===== config.mk =====
export PLATFORM = sky130hd
export DESIGN_NAME = operand_fetch
export DESIGN_NICKNAME = d
export VERILOG_FILES = /design/src/rtl/riscv_pkg.sv /design/src/rtl/operand_bypass.sv /design/src/rtl/operand_fetch.sv
export SDC_FILE = /design/constraint.sdc
export NUM_CORES = 1
export LEC_CHECK = 0
export BUFFER_PORTS_ARGS = -buffer_cell sky130_fd_sc_hd__buf_4
export CAP_MARGIN = 20
export CELL_PAD_IN_SITES_DETAIL_PLACEMENT = 1
export CELL_PAD_IN_SITES_GLOBAL_PLACEMENT = 1
export CORE_MARGIN = 4
export CORE_UTILIZATION = 30
export DETAILED_ROUTE_END_ITERATION = 16
export PLACE_DENSITY_LB_ADDON = 0.1
export SYNTH_ARGS = -nofsm -noshare
export SYNTH_HDL_FRONTEND = slang
export SYNTH_SLANG_ARGS = --single-unit
export TNS_END_PERCENT = 10

===== constraint.sdc =====
create_clock -name clk -period 1.9 [get_ports clk]
set_input_delay 0.095 -clock clk [delete_from_list [all_inputs] [get_ports clk]]
set_output_delay 0.095 -clock clk [all_outputs]
set_load 0.02 [all_outputs]

===== src/rtl/riscv_pkg.sv =====
`default_nettype none
// ============================================================================
// Module      : riscv_pkg
// Description : Shared constants and types for the pipelined RISC-V core.
//               Holds the datapath widths, the decoded-control bundle that
//               travels opaquely from decode to execute, and a small helper
//               used to compare register indices for hazard detection.
// Revision    : 1.0 - initial release
// ============================================================================
package riscv_pkg;

  // Datapath and register-file geometry
  localparam int XLEN       = 32;
  localparam int REG_ADDR_W = 5;
  localparam int CTRL_W     = 16;
  localparam int CNT_W      = 16;

  // Decoded-control bundle. The operand-fetch stage never looks inside it;
  // it is latched and handed to execute as a flat CTRL_W-bit vector.
  typedef struct packed {
    logic [3:0] alu_op;       // ALU operation select
    logic [2:0] funct3;       // raw funct3 for branch/memory sizing
    logic       alu_src_imm;  // second ALU operand is the immediate
    logic       mem_read;     // memory read
    logic       mem_write;    // memory write
    logic       reg_write;    // instruction writes rd
    logic       branch;       // conditional branch
    logic       jump;         // JAL/JALR
    logic [2:0] rsvd;         // spare, keeps the bundle at CTRL_W bits
  } ctrl_t;

  // True when a consumer index depends on a producer index. Register x0 is
  // hard-wired to zero, so it can never create a dependency.
  function automatic logic reg_dep(input logic [REG_ADDR_W-1:0] src,
                                   input logic [REG_ADDR_W-1:0] dst);
    return (src != '0) && (src == dst);
  endfunction

endpackage : riscv_pkg
`default_nettype wire


===== src/rtl/operand_bypass.sv =====
`default_nettype none
// ============================================================================
// Module      : operand_bypass
// Description : Combinational priority mux resolving one source operand.
//               Priority: x0 -> zero, then the execute/memory result (only
//               when it is not a load, whose data is not ready yet), then the
//               writeback result, then the register bank read data.
// Ports       : rs                       - source register index
//               rf_rdata                 - register bank read data for rs
//               exm_valid/is_load/rd/data- execute/memory result
//               wb_en/wb_rd/wb_data      - writeback result
//               val                      - resolved operand value
// Revision    : 1.0 - initial release
// ============================================================================
module operand_bypass #(
  parameter int XLEN   = riscv_pkg::XLEN,
  parameter int ADDR_W = riscv_pkg::REG_ADDR_W
) (
  input  logic [ADDR_W-1:0] rs,
  input  logic [XLEN-1:0]   rf_rdata,
  input  logic              exm_valid,
  input  logic              exm_is_load,
  input  logic [ADDR_W-1:0] exm_rd,
  input  logic [XLEN-1:0]   exm_data,
  input  logic              wb_en,
  input  logic [ADDR_W-1:0] wb_rd,
  input  logic [XLEN-1:0]   wb_data,
  output logic [XLEN-1:0]   val
);

  logic w_rs_zero;
  logic w_hit_exm;
  logic w_hit_wb;

  // Checking rs first means a producer that targets x0 never forwards.
  assign w_rs_zero = (rs == '0);
  assign w_hit_exm = exm_valid && !exm_is_load && (exm_rd == rs);
  assign w_hit_wb  = wb_en && (wb_rd == rs);

  always_comb begin
    val = rf_rdata;
    if (w_rs_zero) begin
      val = '0;
    end else if (w_hit_exm) begin
      val = exm_data;
    end else if (w_hit_wb) begin
      // The bank only shows this write next cycle, so bypass it now.
      val = wb_data;
    end
  end

endmodule : operand_bypass
`default_nettype wire


===== src/rtl/operand_fetch.sv =====
`default_nettype none
// ============================================================================
// Module      : operand_fetch
// Description : Operand-fetch stage between decode and execute. Drives the
//               register bank read ports, resolves both source operands via
//               forwarding, stalls on load-use and on dependencies on the
//               instruction still held in ID/EX, and latches the resolved
//               instruction into the ID/EX register behind valid/ready.
// Ports       : clk, rst_n (async, active-low), flush
//               in_*      - decoded instruction from decode (valid/ready)
//               rf_*      - register bank asynchronous read ports
//               exm_*     - execute/memory result for forwarding
//               wb_*      - writeback result for forwarding
//               out_*     - ID/EX register contents (valid/ready)
//               stall_cnt - saturating count of hazard-stall cycles
// Revision    : 1.0 - initial release
// ============================================================================
module operand_fetch #(
  parameter int XLEN   = riscv_pkg::XLEN,
  parameter int ADDR_W = riscv_pkg::REG_ADDR_W,
  parameter int CTRL_W = riscv_pkg::CTRL_W,
  parameter int CNT_W  = riscv_pkg::CNT_W
) (
  input  logic              clk,
  input  logic              rst_n,
  input  logic              flush,
  // decode side
  input  logic              in_valid,
  output logic              in_ready,
  input  logic [XLEN-1:0]   in_pc,
  input  logic [XLEN-1:0]   in_imm,
  input  logic [ADDR_W-1:0] in_rs1,
  input  logic [ADDR_W-1:0] in_rs2,
  input  logic [ADDR_W-1:0] in_rd,
  input  logic              in_use_rs1,
  input  logic              in_use_rs2,
  input  logic              in_is_load,
  input  logic [CTRL_W-1:0] in_ctrl,
  // register bank
  output logic [ADDR_W-1:0] rf_raddr1,
  output logic [ADDR_W-1:0] rf_raddr2,
  input  logic [XLEN-1:0]   rf_rdata1,
  input  logic [XLEN-1:0]   rf_rdata2,
  // execute/memory result
  input  logic              exm_valid,
  input  logic [ADDR_W-1:0] exm_rd,
  input  logic              exm_is_load,
  input  logic [XLEN-1:0]   exm_data,
  // writeback result
  input  logic              wb_en,
  input  logic [ADDR_W-1:0] wb_rd,
  input  logic [XLEN-1:0]   wb_data,
  // execute side
  output logic              out_valid,
  input  logic              out_ready,
  output logic [XLEN-1:0]   out_pc,
  output logic [XLEN-1:0]   out_imm,
  output logic [XLEN-1:0]   out_rs1_val,
  output logic [XLEN-1:0]   out_rs2_val,
  output logic [ADDR_W-1:0] out_rd,
  output logic              out_is_load,
  output logic [CTRL_W-1:0] out_ctrl,
  output logic [CNT_W-1:0]  stall_cnt
);

  import riscv_pkg::*;

  // --------------------------------------------------------------------------
  // ID/EX register and stall counter
  // --------------------------------------------------------------------------
  logic              r_out_valid;
  logic [XLEN-1:0]   r_out_pc;
  logic [XLEN-1:0]   r_out_imm;
  logic [XLEN-1:0]   r_out_rs1_val;
  logic [XLEN-1:0]   r_out_rs2_val;
  logic [ADDR_W-1:0] r_out_rd;
  logic              r_out_is_load;
  logic [CTRL_W-1:0] r_out_ctrl;
  logic [CNT_W-1:0]  r_stall_cnt;

  // --------------------------------------------------------------------------
  // Combinational datapath
  // --------------------------------------------------------------------------
  logic [XLEN-1:0] w_rs1_val;
  logic [XLEN-1:0] w_rs2_val;
  logic            w_rs1_hazard;
  logic            w_rs2_hazard;
  logic            w_hazard;
  logic            w_in_ready;
  logic            w_accept;
  logic            w_stall_inc;
  logic            w_cnt_sat;

  // Read addresses go straight to the bank; data comes back the same cycle.
  assign rf_raddr1 = in_rs1;
  assign rf_raddr2 = in_rs2;

  operand_bypass #(
    .XLEN   (XLEN),
    .ADDR_W (ADDR_W)
  ) u_bypass_rs1 (
    .rs          (in_rs1),
    .rf_rdata    (rf_rdata1),
    .exm_valid   (exm_valid),
    .exm_is_load (exm_is_load),
    .exm_rd      (exm_rd),
    .exm_data    (exm_data),
    .wb_en       (wb_en),
    .wb_rd       (wb_rd),
    .wb_data     (wb_data),
    .val         (w_rs1_val)
  );

  operand_bypass #(
    .XLEN   (XLEN),
    .ADDR_W (ADDR_W)
  ) u_bypass_rs2 (
    .rs          (in_rs2),
    .rf_rdata    (rf_rdata2),
    .exm_valid   (exm_valid),
    .exm_is_load (exm_is_load),
    .exm_rd      (exm_rd),
    .exm_data    (exm_data),
    .wb_en       (wb_en),
    .wb_rd       (wb_rd),
    .wb_data     (wb_data),
    .val         (w_rs2_val)
  );

  // Two dependencies cannot be forwarded:
  //  - a load in execute/memory whose data is not back yet (load-use);
  //  - the instruction still sitting in ID/EX, whose result does not exist
  //    until it has moved on to execute.
  // An operand the instruction does not read never stalls it.
  assign w_rs1_hazard = in_use_rs1 &&
                        ((exm_valid && exm_is_load && reg_dep(in_rs1, exm_rd)) ||
                         (r_out_valid && reg_dep(in_rs1, r_out_rd)));
  assign w_rs2_hazard = in_use_rs2 &&
                        ((exm_valid && exm_is_load && reg_dep(in_rs2, exm_rd)) ||
                         (r_out_valid && reg_dep(in_rs2, r_out_rd)));
  assign w_hazard     = in_valid && (w_rs1_hazard || w_rs2_hazard);

  // Ready needs the slot free (or being emptied this cycle) and nothing
  // blocking; a flush refuses the incoming instruction outright.
  assign w_in_ready  = !flush && !w_hazard && (!r_out_valid || out_ready);
  assign w_accept    = in_valid && w_in_ready;
  assign w_stall_inc = w_hazard && !flush;
  assign w_cnt_sat   = (r_stall_cnt == {CNT_W{1'b1}});

  always_ff @(posedge clk or negedge rst_n) begin
    if (!rst_n) begin
      r_out_valid   <= 1'b0;
      r_out_pc      <= '0;
      r_out_imm     <= '0;
      r_out_rs1_val <= '0;
      r_out_rs2_val <= '0;
      r_out_rd      <= '0;
      r_out_is_load <= 1'b0;
      r_out_ctrl    <= '0;
      r_stall_cnt   <= '0;
    end else begin
      if (flush) begin
        // Squash only clears valid; the stale payload is harmless.
        r_out_valid <= 1'b0;
      end else if (w_accept) begin
        r_out_valid   <= 1'b1;
        r_out_pc      <= in_pc;
        r_out_imm     <= in_imm;
        r_out_rs1_val <= w_rs1_val;
        r_out_rs2_val <= w_rs2_val;
        r_out_rd      <= in_rd;
        r_out_is_load <= in_is_load;
        r_out_ctrl    <= in_ctrl;
      end else if (out_ready) begin
        r_out_valid <= 1'b0;
      end

      if (w_stall_inc && !w_cnt_sat) begin
        r_stall_cnt <= r_stall_cnt + CNT_W'(1);
      end
    end
  end

  assign in_ready    = w_in_ready;
  assign out_valid   = r_out_valid;
  assign out_pc      = r_out_pc;
  assign out_imm     = r_out_imm;
  assign out_rs1_val = r_out_rs1_val;
  assign out_rs2_val = r_out_rs2_val;
  assign out_rd      = r_out_rd;
  assign out_is_load = r_out_is_load;
  assign out_ctrl    = r_out_ctrl;
  assign stall_cnt   = r_stall_cnt;

endmodule : operand_fetch
`default_nettype wire


==> qor.tcl, run 1 <==
set qor(failed_checks) {negative setup slack}
set qor(yosys_warns) 0
set qor(synth-edff-count) 0
set qor(startpoint_type_of_the_worst_setup_path) {register}
set qor(cts_sinks) 167
set qor(clock.fmax_mhz) 432
set qor(rsz0062_at_grt) {yes}
set qor(starting_density_of_the_core_pct) 30.6
set qor(met1_usage_in_global_routing_pct) 27.4
set qor(worst-endpoint-arrival_ps) 2620
set qor(fillers) 3000
set qor(synthesis.area_sq_mm) 0.00824
set qor(worst-slew-pin-transition_ps) 501
set qor(grt_remaining_overflow) 0
set qor(area_delta_synth_final_pct) 77.0
set qor(first_pass_grt_wire_length_mm) 55.8
set qor(critical-path-max-stage-delay_ps) 430
set qor(critical_path.slowest_cell) {sky130_fd_sc_hd__dfrtp_2}
set qor(die_area_sq_mm) 0.0302
set qor(die_w_um) 174
set qor(routedWlPerCell_um) 21.2
set qor(share_of_async_settable_or_async_resettable_flops_after_synthesis_pct) 100
set qor(setup_total_negative_slack_ps) -50070
set qor(routed_via_count) 8543
set qor(synth_seq_cells) 167
set qor(port_buffers) 421
set qor(synth.avg_cell_area_sq_um) 9.98
set qor(timing.critical_path.to_type) {register}
set qor(synth.top_cells.by_area) {sky130_fd_sc_hd__dfrtp_1 51%, sky130_fd_sc_hd__nand2_1 9.3%, sky130_fd_sc_hd__mux2_2 8.5%}
set qor(synth_cells) 826
set qor(synth.yosys.seq_area_share_pct) 50.7
set qor(cts_buffer_depth) 2
set qor(outcome) {finished, violations left}
set qor(viasPerCell) 4.89
set qor(cp_data_required_time_ps) 2210
set qor(share_of_cells_above_drive_strength_1_pct) 49.1
set qor(critical-path-top-delay-family) {simple AND/OR/NAND/NOR gates}
set qor(fp.dieH_um) 174
set qor(grt_max_degree) 65
set qor(global_route_track_usage_on_met2_pct) 42.5
set qor(drt_iter0_drc) 322
set qor(synth_top_flop_cell) {sky130_fd_sc_hd__dfrtp_1}
set qor(worstPathMaxFanout) 9
set qor(period_share_pct) 122
set qor(crit_path_frequent_cell) {sky130_fd_sc_hd__buf_4}
set qor(cellLeakagePower_nw) 7.29
set qor(yosys.area.top_type_share_pct) 50.7
set qor(gr-usage-met3_pct) 6.09
set qor(syn-num-nets) 1071
set qor(setup_violations) 159
set qor(worst_slack_ps) -416
set qor(yosysMostFrequentCell) {sky130_fd_sc_hd__nand2_1}
set qor(cts_root_buffer) {sky130_fd_sc_hd__clkbuf_16}
set qor(dp.final_hpwl_mm) 26.6
set qor(tritoncts) {built}
set qor(worst-setup-path-type) {reg2reg}
set qor(clk_transition_reported_paths_ps) 80
set qor(grt_antenna_before_repair) 4
set qor(core_area_sq_mm) 0.0270
set qor(path_buf_inv) 3
set qor(routed_wl_mm) 37.0
set qor(final_net_count) 1634
set qor(chain_of_cells_forming_the_critical_path) {xor2_1 > nor4_1 > and3_1 > nor2_2 > buf_4 > o221ai_4 > buf_12 > buf_4 > mux2_2}
set qor(power_per_cell_area_mw_per_mm2) 825
set qor(drt_pass1_iterations) 4
set qor(clkLatencyLatePin_ps) 440
set qor(distinct_cells_synth) 32
set qor(max_cap_violations) 0
set qor(grt_pass1_vias) 9310
set qor(io-pin-count) 422
set qor(global_route.usage.total_pct) 23.5
set qor(gp_routability_congestion) 0.806
set qor(worst_clock_skew_ps) 12.1
set qor(ctsHtreeMaxLevel) 4
set qor(final_hold_viol_count) 0
set qor(cts-buffers-inserted) 17
set qor(max_slew_margin_pct) 66.6
set qor(max-vdd-ir-drop_uv) 402
set qor(timing.final.max_slew_violations) 0
set qor(global_route.peak_usage_layer) {met2}
set qor(route.antenna.remaining_nets) 0
set qor(min_period_ps) 2320
set qor(ys_top_cells_by_count) {205 x sky130_fd_sc_hd__nand2_1, 167 x sky130_fd_sc_hd__dfrtp_1, 71 x sky130_fd_sc_hd__nand3_1}
set qor(total_power_mw) 12.0
set qor(site_rows) 60
set qor(drc) 0
set qor(synthDominantAreaCellType) {sky130_fd_sc_hd__dfrtp_1}
set qor(hold_class) {in2reg}
stage by stage:
| step | instance area [sq um] | hold slack (ps) | util, % | worst slack, ps | instances |
|---|---|---|---|---|---|
| floorplan | 8270 | -201 | - | -194 | 826 |
| global placement | 12400 | 5.96 | 46.0 | -262 | 1609 |
| detailed placement | 12400 | 8.08 | 46.0 | -294 | 1609 |
| CTS | 14300 | 14.0 | 53.1 | -402 | 1739 |
| global route | 14600 | 31.7 | 54.1 | -531 | 1746 |
| finish | 14600 | 28.4 | 54.1 | -416 | 1746 |
area by class of cell:
class	instances	area (sq um)	area share, %
antenna	3	7.51	0.0515
clock buffer	17	425	2.92
clock inverter	15	179	1.23
inverter	1	3.75	0.0257
multi-input combinational	591	4110	28.2
sequential	167	4180	28.7
tap	341	427	2.93
timing repair buffer	611	5250	36.0
layer usage:
layer	wire length, um	vias to the layer above
met5	7	-
met4	781	2
met1	14500	4227
li1	-	4008
met2	19500	262
met3	2140	44
final timing paths:
check	startpoint	end	slack (ps)	depth (start not counted)
max in group asynchronous	rst_n	out_rd[2]	1100	3
min reg2reg	out_rs1_val[7]	out_rs1_val[7]	480	2
min	exm_data[18]	out_rs1_val[18]	30	3
max	out_rd[1]	out_imm[29]	-420	9
max reg2reg	out_rd[1]	out_imm[29]	-420	9
min in group asynchronous	rst_n	out_rs2_val[17]	110	2
state kept, by name, summed over array words and instances, names as in the netlist:
register,flops
out_is_load,1
out_rs2_val,32
stall_cnt,16
out_ctrl,16
out_rd,5
out_valid,1
out_pc,32
out_rs1_val,32
out_imm,32
cells by family after synthesis:
group,after synthesis,synth area share [%]
AND/OR/NAND/NOR,325,17.2
AO/OA/AOI/OAI,133,10.2
flip-flops,167,50.7
adder cells (fa/ha/maj),1,0.152
XOR/XNOR,44,4.68
buffers and inverters,68,4.37
multiplexers,88,12.7
power breakdown:
part           switching [mW]  total (mW)  internal [mW]
clock network            1.77        3.55           1.78
registers               0.367        4.48           4.12
logic                    1.95        4.00           2.05
repair_timing:
action | CTS | global route
endpoints found under the setup margin | 167 | 168
endpoints found under the hold margin | 254 | 0
resized for setup | 71 | 51
gates cloned | 3 | 1
hold buffers | 90 | 0
pin swaps | 16 | 3
setup buffers | 5 | 3
worst reg2reg max path, stage by stage (launching register included):
cell and delay, ps:
sky130_fd_sc_hd__dfrtp_2 430, sky130_fd_sc_hd__xor2_1 150, sky130_fd_sc_hd__nor4_1 250, sky130_fd_sc_hd__and3_1 240, sky130_fd_sc_hd__nor2_2 60, sky130_fd_sc_hd__buf_4 150
sky130_fd_sc_hd__o221ai_4 220, sky130_fd_sc_hd__buf_12 190, sky130_fd_sc_hd__buf_4 160, sky130_fd_sc_hd__mux2_2 370
cells in the final DEF, fill, tap and decap left out, types with 6 or more instances in the layout:
master and instances:
sky130_fd_sc_hd__o31ai_2 15, sky130_fd_sc_hd__clkinv_8 6, sky130_fd_sc_hd__xnor2_1 25, sky130_fd_sc_hd__mux2_2 22
sky130_fd_sc_hd__buf_6 12, sky130_fd_sc_hd__o21ai_0 66, sky130_fd_sc_hd__clkbuf_16 18, sky130_fd_sc_hd__nand2_1 188
sky130_fd_sc_hd__mux2_4 65, sky130_fd_sc_hd__dlygate4sd3_1 90, sky130_fd_sc_hd__buf_8 7, sky130_fd_sc_hd__nand4_1 14
sky130_fd_sc_hd__buf_4 477, sky130_fd_sc_hd__and3_1 8, sky130_fd_sc_hd__o31ai_1 47, sky130_fd_sc_hd__nand2_2 14
sky130_fd_sc_hd__nand3_1 70, sky130_fd_sc_hd__xor2_1 19, sky130_fd_sc_hd__dfrtp_1 164, sky130_fd_sc_hd__buf_12 21
(Power assumes the default switching activity.)
==> run 2, diff against run 1 <==
--- a/config.mk
+++ b/config.mk
@@ -11,8 +11,10 @@
 export CELL_PAD_IN_SITES_GLOBAL_PLACEMENT = 1
 export CORE_MARGIN = 4
 export CORE_UTILIZATION = 30
+export CTS_BUF_LIST = sky130_fd_sc_hd__clkbuf_16
 export DETAILED_ROUTE_END_ITERATION = 16
 export PLACE_DENSITY_LB_ADDON = 0.1
+export SETUP_SLACK_MARGIN = 0.15
 export SYNTH_ARGS = -nofsm -noshare
 export SYNTH_HDL_FRONTEND = slang
 export SYNTH_SLANG_ARGS = --single-unit
==> run 2 against run 1 <==
The run still ends with negative setup slack left. Register-to-register slack is essentially flat. Cell count unchanged. Final area unchanged. Largest power group unchanged. Critical path type unchanged.
==> qor.tcl, run 2 (same netlist as run 1, synthesis figures left out) <==
set qor(outcome) {finished, violations left}
set qor(failed_checks) {negative setup slack}
set qor(viasPerCell) 4.90
set qor(cts_buffer_depth) 2
set qor(drc) 0
set qor(routed_via_count) 8556
set qor(layout_common_cells) {477 x sky130_fd_sc_hd__buf_4, 188 x sky130_fd_sc_hd__nand2_1, 164 x sky130_fd_sc_hd__dfrtp_1}
set qor(setup_violations) 160
set qor(period_share_pct) 122
set qor(routed_wl_mm) 37.0
set qor(cts-buffers-inserted) 17
set qor(stdcell_count) 1746
set qor(die_area_sq_mm) 0.0302
set qor(share_of_cells_above_drive_strength_1_pct) 49.1
set qor(rr_startpoint) {out_rd[1]}
set qor(worst_clock_skew_ps) 12.4
set qor(grt_remaining_overflow) 0
set qor(grt_pass1_vias) 9317
set qor(timing.final.max_slew_violations) 0
set qor(area_delta_synth_final_pct) 77.0
set qor(ctsHtreeMaxLevel) 4
set qor(worst_hold_startpoint) {exm_data[18]}
set qor(port_buffers) 421
set qor(clk_transition_reported_paths_ps) 80
set qor(drt_pass1_iterations) 4
set qor(cellLeakagePower_nw) 7.29
set qor(route.antenna.remaining_nets) 0
set qor(gp_routability_congestion) 0.806
set qor(rsz0062_at_grt) {yes}
set qor(io-pin-count) 422
set qor(max_cap_violations) 0
set qor(hold_class) {in2reg}
set qor(setup_total_negative_slack_ps) -50060
set qor(min_period_ps) 2320
set qor(worst_slack_ps) -417
set qor(routedWlPerCell_um) 21.2
set qor(layout.cells.most_common) {sky130_fd_sc_hd__buf_4}
set qor(worst-slew-pin-transition_ps) 501
set qor(fp.dieH_um) 174
set qor(grt_antenna_before_repair) 4
set qor(max-vdd-ir-drop_uv) 399
set qor(dp.final_hpwl_mm) 26.6
set qor(global_route.usage.total_pct) 23.5
set qor(clock.fmax_mhz) 432
set qor(cts_sinks) 167
set qor(drt_iter0_drc) 329
set qor(worstHoldEndpoint) {out_rs1_val[18]}
set qor(die_w_um) 174
set qor(min_delay_path_depth) 3
set qor(pre_cts_ws_ps) -294
set qor(timing.critical_path.to_type) {register}
set qor(worst-r2r-cell-count) 9
set qor(worst-setup-path-type) {reg2reg}
set qor(grt_max_degree) 65
set qor(cts_root_buffer) {sky130_fd_sc_hd__clkbuf_16}
set qor(core_area_sq_mm) 0.0270
set qor(worstPathMaxFanout) 9
set qor(site_rows) 60
set qor(cp_data_required_time_ps) 2210
set qor(final_hold_viol_count) 0
set qor(clkLatencyLatePin_ps) 440
set qor(startpoint_type_of_the_worst_setup_path) {register}
set qor(starting_density_of_the_core_pct) 30.6
set qor(power_per_cell_area_mw_per_mm2) 825
set qor(worst-endpoint-arrival_ps) 2620
set qor(first_pass_grt_wire_length_mm) 55.8
set qor(final_net_count) 1634
set qor(r2r_setup_slack_ps) -420
set qor(max_slew_margin_pct) 66.6
set qor(tritoncts) {built}
set qor(dpl.cell_count) 1609
set qor(reg2reg_to) {out_imm[29]}
[run 2: cell counts in the layout (fill, tap and decap cells not counted)]
No cell type changed its count.
[run 2: area by class of cell]
| type | count | area (sq um) |
|---|---|---|
| fill | 3000 | 12400 |
| timing repair buffer | 611 | 5250 |
| sequential | 167 | 4180 |
| multi-input combinational | 591 | 4110 |
| tap | 341 | 427 |
| clock buffer | 17 | 425 |
| clock inverter | 15 | 179 |
| antenna | 3 | 7.51 |
| inverter | 1 | 3.75 |
[run 2: what timing repair did]
action	in CTS	in global routing
endpoints found under the hold margin	254	0
buffers inserted	5	3
setup endpoints to repair	168	168
cloned	3	1
resized for setup	71	51
pin swaps	16	3
hold buffers	90	0
[run 2: critical path, stage by stage (launching register included)]
cell                       delay, ps
sky130_fd_sc_hd__dfrtp_2         430
sky130_fd_sc_hd__xor2_1          150
sky130_fd_sc_hd__nor4_1          250
sky130_fd_sc_hd__and3_1          240
sky130_fd_sc_hd__nor2_2           60
sky130_fd_sc_hd__buf_4           150
sky130_fd_sc_hd__o221ai_4        220
sky130_fd_sc_hd__buf_12          190
sky130_fd_sc_hd__buf_4           150
sky130_fd_sc_hd__mux2_2          370
[run 2: stage by stage]
| step | hold slack (ps) | area (sq um) | utilization [%] | power [mW] |
|---|---|---|---|---|
| 3_5_place_dp | 8.08 | 12400 | 46.0 | 8.08 |
| 3_3_place_gp | 5.96 | 12400 | 46.0 | 7.99 |
| 2_1_floorplan | -201 | 8270 | - | 6.09 |
| 6_report | 29.0 | 14600 | 54.1 | 12.0 |
| 5_1_grt | 31.7 | 14600 | 54.1 | 12.6 |
| 4_1_cts | 14.0 | 14300 | 53.1 | 12.0 |
[run 2: how the worst max path moves through the flow]
stage	startpoint	end	cells after the start
after CTS	out_rd[1]	out_rs1_val[0]	11
after floorplan	out_rd[2]	out_rd[1]	8
after global routing	out_rd[1]	out_pc[4]	9
final	out_rd[1]	out_imm[29]	9
after detailed placement	out_rd[2]	out_ctrl[7]	8
after global placement	out_rd[2]	out_imm[2]	8
[run 2: layer usage]
layer / vias up / GRT usage (%) / share of wire, %
li1: 4005 / - / -
met1: 4233 / 27.4 / 39
met2: 273 / 42.6 / 53
met3: 43 / 6.09 / 6.0
met4: 2 / 6.57 / 2.1
met5: - / 0 / 0.019
[run 2: where the power goes]
part	internal (mW)	switching, mW
logic	2.05	1.95
clock network	1.78	1.76
registers	4.12	0.366
==> run 3, diff against run 2 <==
--- a/config.mk
+++ b/config.mk
@@ -7,13 +7,10 @@
 export LEC_CHECK = 0
 export BUFFER_PORTS_ARGS = -buffer_cell sky130_fd_sc_hd__buf_4
 export CAP_MARGIN = 20
-export CELL_PAD_IN_SITES_DETAIL_PLACEMENT = 1
-export CELL_PAD_IN_SITES_GLOBAL_PLACEMENT = 1
-export CORE_MARGIN = 4
-export CORE_UTILIZATION = 30
+export CORE_AREA = 4 4 163 165
 export CTS_BUF_LIST = sky130_fd_sc_hd__clkbuf_16
 export DETAILED_ROUTE_END_ITERATION = 16
-export PLACE_DENSITY_LB_ADDON = 0.1
+export DIE_AREA = 0 0 167 169
 export SETUP_SLACK_MARGIN = 0.15
 export SYNTH_ARGS = -nofsm -noshare
 export SYNTH_HDL_FRONTEND = slang
==> run 3 against run 2 <==
The flow still finishes with violations (negative setup slack). Non-clock buffer count fell by 1. Maximum frequency rose by 1.1%. Sequential cell count stayed put. Largest power group unchanged.
==> qor.tcl, run 3 (same netlist as run 1, synthesis figures left out) <==
set qor(post_layout_util_pct) 57.6
set qor(core_area_sq_mm) 0.0250
set qor(worst_clock_skew_ps) 9.77
set qor(share_of_cells_above_drive_strength_1_pct) 48.0
set qor(startpoint_type_of_the_worst_setup_path) {register}
set qor(grt_antenna_before_repair) 0
set qor(viasPerCell) 4.96
set qor(pre_cts_ws_ps) -319
set qor(drt_iter0_drc) 412
set qor(rr_startpoint) {out_rd[2]}
set qor(timing.critical_path.from) {out_rd[1]}
set qor(grt_max_degree) 65
set qor(route.antenna.remaining_nets) 0
set qor(cts_root_buffer) {sky130_fd_sc_hd__clkbuf_16}
set qor(hold_class) {in2reg}
set qor(setup_total_negative_slack_ps) -45820
set qor(antennaDiodeCount) 0
set qor(outcome) {finished, violations left}
set qor(ctsHtreeMaxLevel) 4
set qor(failed_checks) {negative setup slack}
set qor(timing.final.max_slew_violations) 0
set qor(worst-endpoint-arrival_ps) 2200
set qor(worstHoldEndpoint) {out_rs1_val[19]}
set qor(global_route.usage.total_pct) 22.1
set qor(max_cap_violations) 0
set qor(cp_data_required_time_ps) 1800
set qor(port_buffers) 421
set qor(period_share_pct) 121
set qor(routedWlPerCell_um) 19.0
set qor(dp.final_hpwl_mm) 23.4
set qor(worst_slack_ps) -392
set qor(max-vdd-ir-drop_uv) 513
set qor(cts_sinks) 167
set qor(final_net_count) 1633
set qor(reg2reg_to) {out_pc[18]}
set qor(die_w_um) 167
set qor(drt_pass1_iterations) 6
set qor(drc) 0
set qor(setup_violations) 154
set qor(rsz0062_at_grt) {yes}
set qor(io-pin-count) 422
set qor(layout_common_cells) {471 x sky130_fd_sc_hd__buf_4, 196 x sky130_fd_sc_hd__nand2_1, 164 x sky130_fd_sc_hd__dfrtp_1}
set qor(die_area_sq_mm) 0.0282
set qor(final_hold_viol_count) 0
set qor(gp_routability_congestion) 0.878
set qor(fp.dieH_um) 169
set qor(cellLeakagePower_nw) 7.14
set qor(grt_remaining_overflow) 0
set qor(starting_density_of_the_core_pct) 32.9
set qor(power_per_cell_area_mw_per_mm2) 814
set qor(worst-setup-path-type) {reg2out}
set qor(worst-r2r-cell-count) 9
set qor(min_period_ps) 2290
set qor(first_pass_grt_wire_length_mm) 49.8
set qor(clock.fmax_mhz) 436
set qor(worst-slew-pin-transition_ps) 514
set qor(tritoncts) {built}
set qor(clk_transition_reported_paths_ps) 80
set qor(max_slew_margin_pct) 65.8
set qor(site_rows) 58
set qor(worst_hold_startpoint) {exm_data[19]}
set qor(worstPathMaxFanout) 3
set qor(cts_buffer_depth) 2
set qor(layout.cells.most_common) {sky130_fd_sc_hd__buf_4}
set qor(fillers) 2180
set qor(grt_pass1_vias) 8884
set qor(routed_via_count) 8584
set qor(clkLatencyLatePin_ps) 430
set qor(r2r_setup_slack_ps) -390
set qor(timing.critical_path.to_type) {output pin}
set qor(min_delay_path_depth) 3
set qor(area_delta_synth_final_pct) 75.1
set qor(routed_wl_mm) 32.9
set qor(cts-buffers-inserted) 17
run 3: per-stage QoR:
stage | power [mW] | instances | hold slack, ps | instance area, sq um
after floorplan | 6.09 | 826 | -201 | 8270
after global placement | 7.93 | 1590 | 93.0 | 12300
after detailed placement | 7.99 | 1590 | 92.9 | 12300
after CTS | 11.8 | 1725 | 6.04 | 14200
after global routing | 12.3 | 1731 | 20.1 | 14400
final | 11.7 | 1731 | 26.6 | 14400
run 3: per-layer routing:
metal,global-route usage [%],routed length (um),vias up
li1,-,-,3996
met1,26.9,13000,4200
met2,39.9,17100,335
met3,4.88,1950,53
met4,5.73,801,0
met5,0,0,-
run 3: repair_timing:
item / CTS / global route
hold buffers: 90 / 0
gates cloned: 5 / 5
resized for setup: 44 / 23
endpoints found under the hold margin: 133 / 0
setup buffers: 8 / 1
pin swaps: 16 / 3
setup endpoints to repair: 168 / 168
run 3: where the power goes:
group,total [mW],internal [mW],switching (mW),leakage [nW]
registers,4.44,4.12,0.327,2.04
clock network,3.47,1.76,1.71,0.283
logic,3.83,1.98,1.85,4.81
run 3: layout make-up:
cell class	count	area, sq um	share of cell area, %
Timing Repair Buffer	610	5370	37.2
Sequential cell	167	4180	29.0
Multi-Input combinational cell	591	3880	26.9
Clock buffer	17	425	2.95
Tap cell	330	413	2.86
Clock inverter	15	155	1.08
Inverter	1	3.75	0.0260
run 3: worst max path at each step:
stage	endpoint	slack [ps]	cells after the start
CTS	out_imm[19]	-430	9
global route	in_ready	-530	8
detailed placement	out_rs1_val[9]	-320	10
global placement	out_rs1_val[2]	-260	9
floorplan	out_rd[1]	-190	8
finish	in_ready	-390	8
run 3: critical path: stages (launching register included):
cell	delay (ps)
sky130_fd_sc_hd__dfrtp_2	430
sky130_fd_sc_hd__xor2_1	140
sky130_fd_sc_hd__nor4_1	250
sky130_fd_sc_hd__and3_1	220
sky130_fd_sc_hd__nor2_2	60
sky130_fd_sc_hd__o22a_1	250
sky130_fd_sc_hd__buf_6	130
sky130_fd_sc_hd__and3b_1	160
sky130_fd_sc_hd__buf_6	130
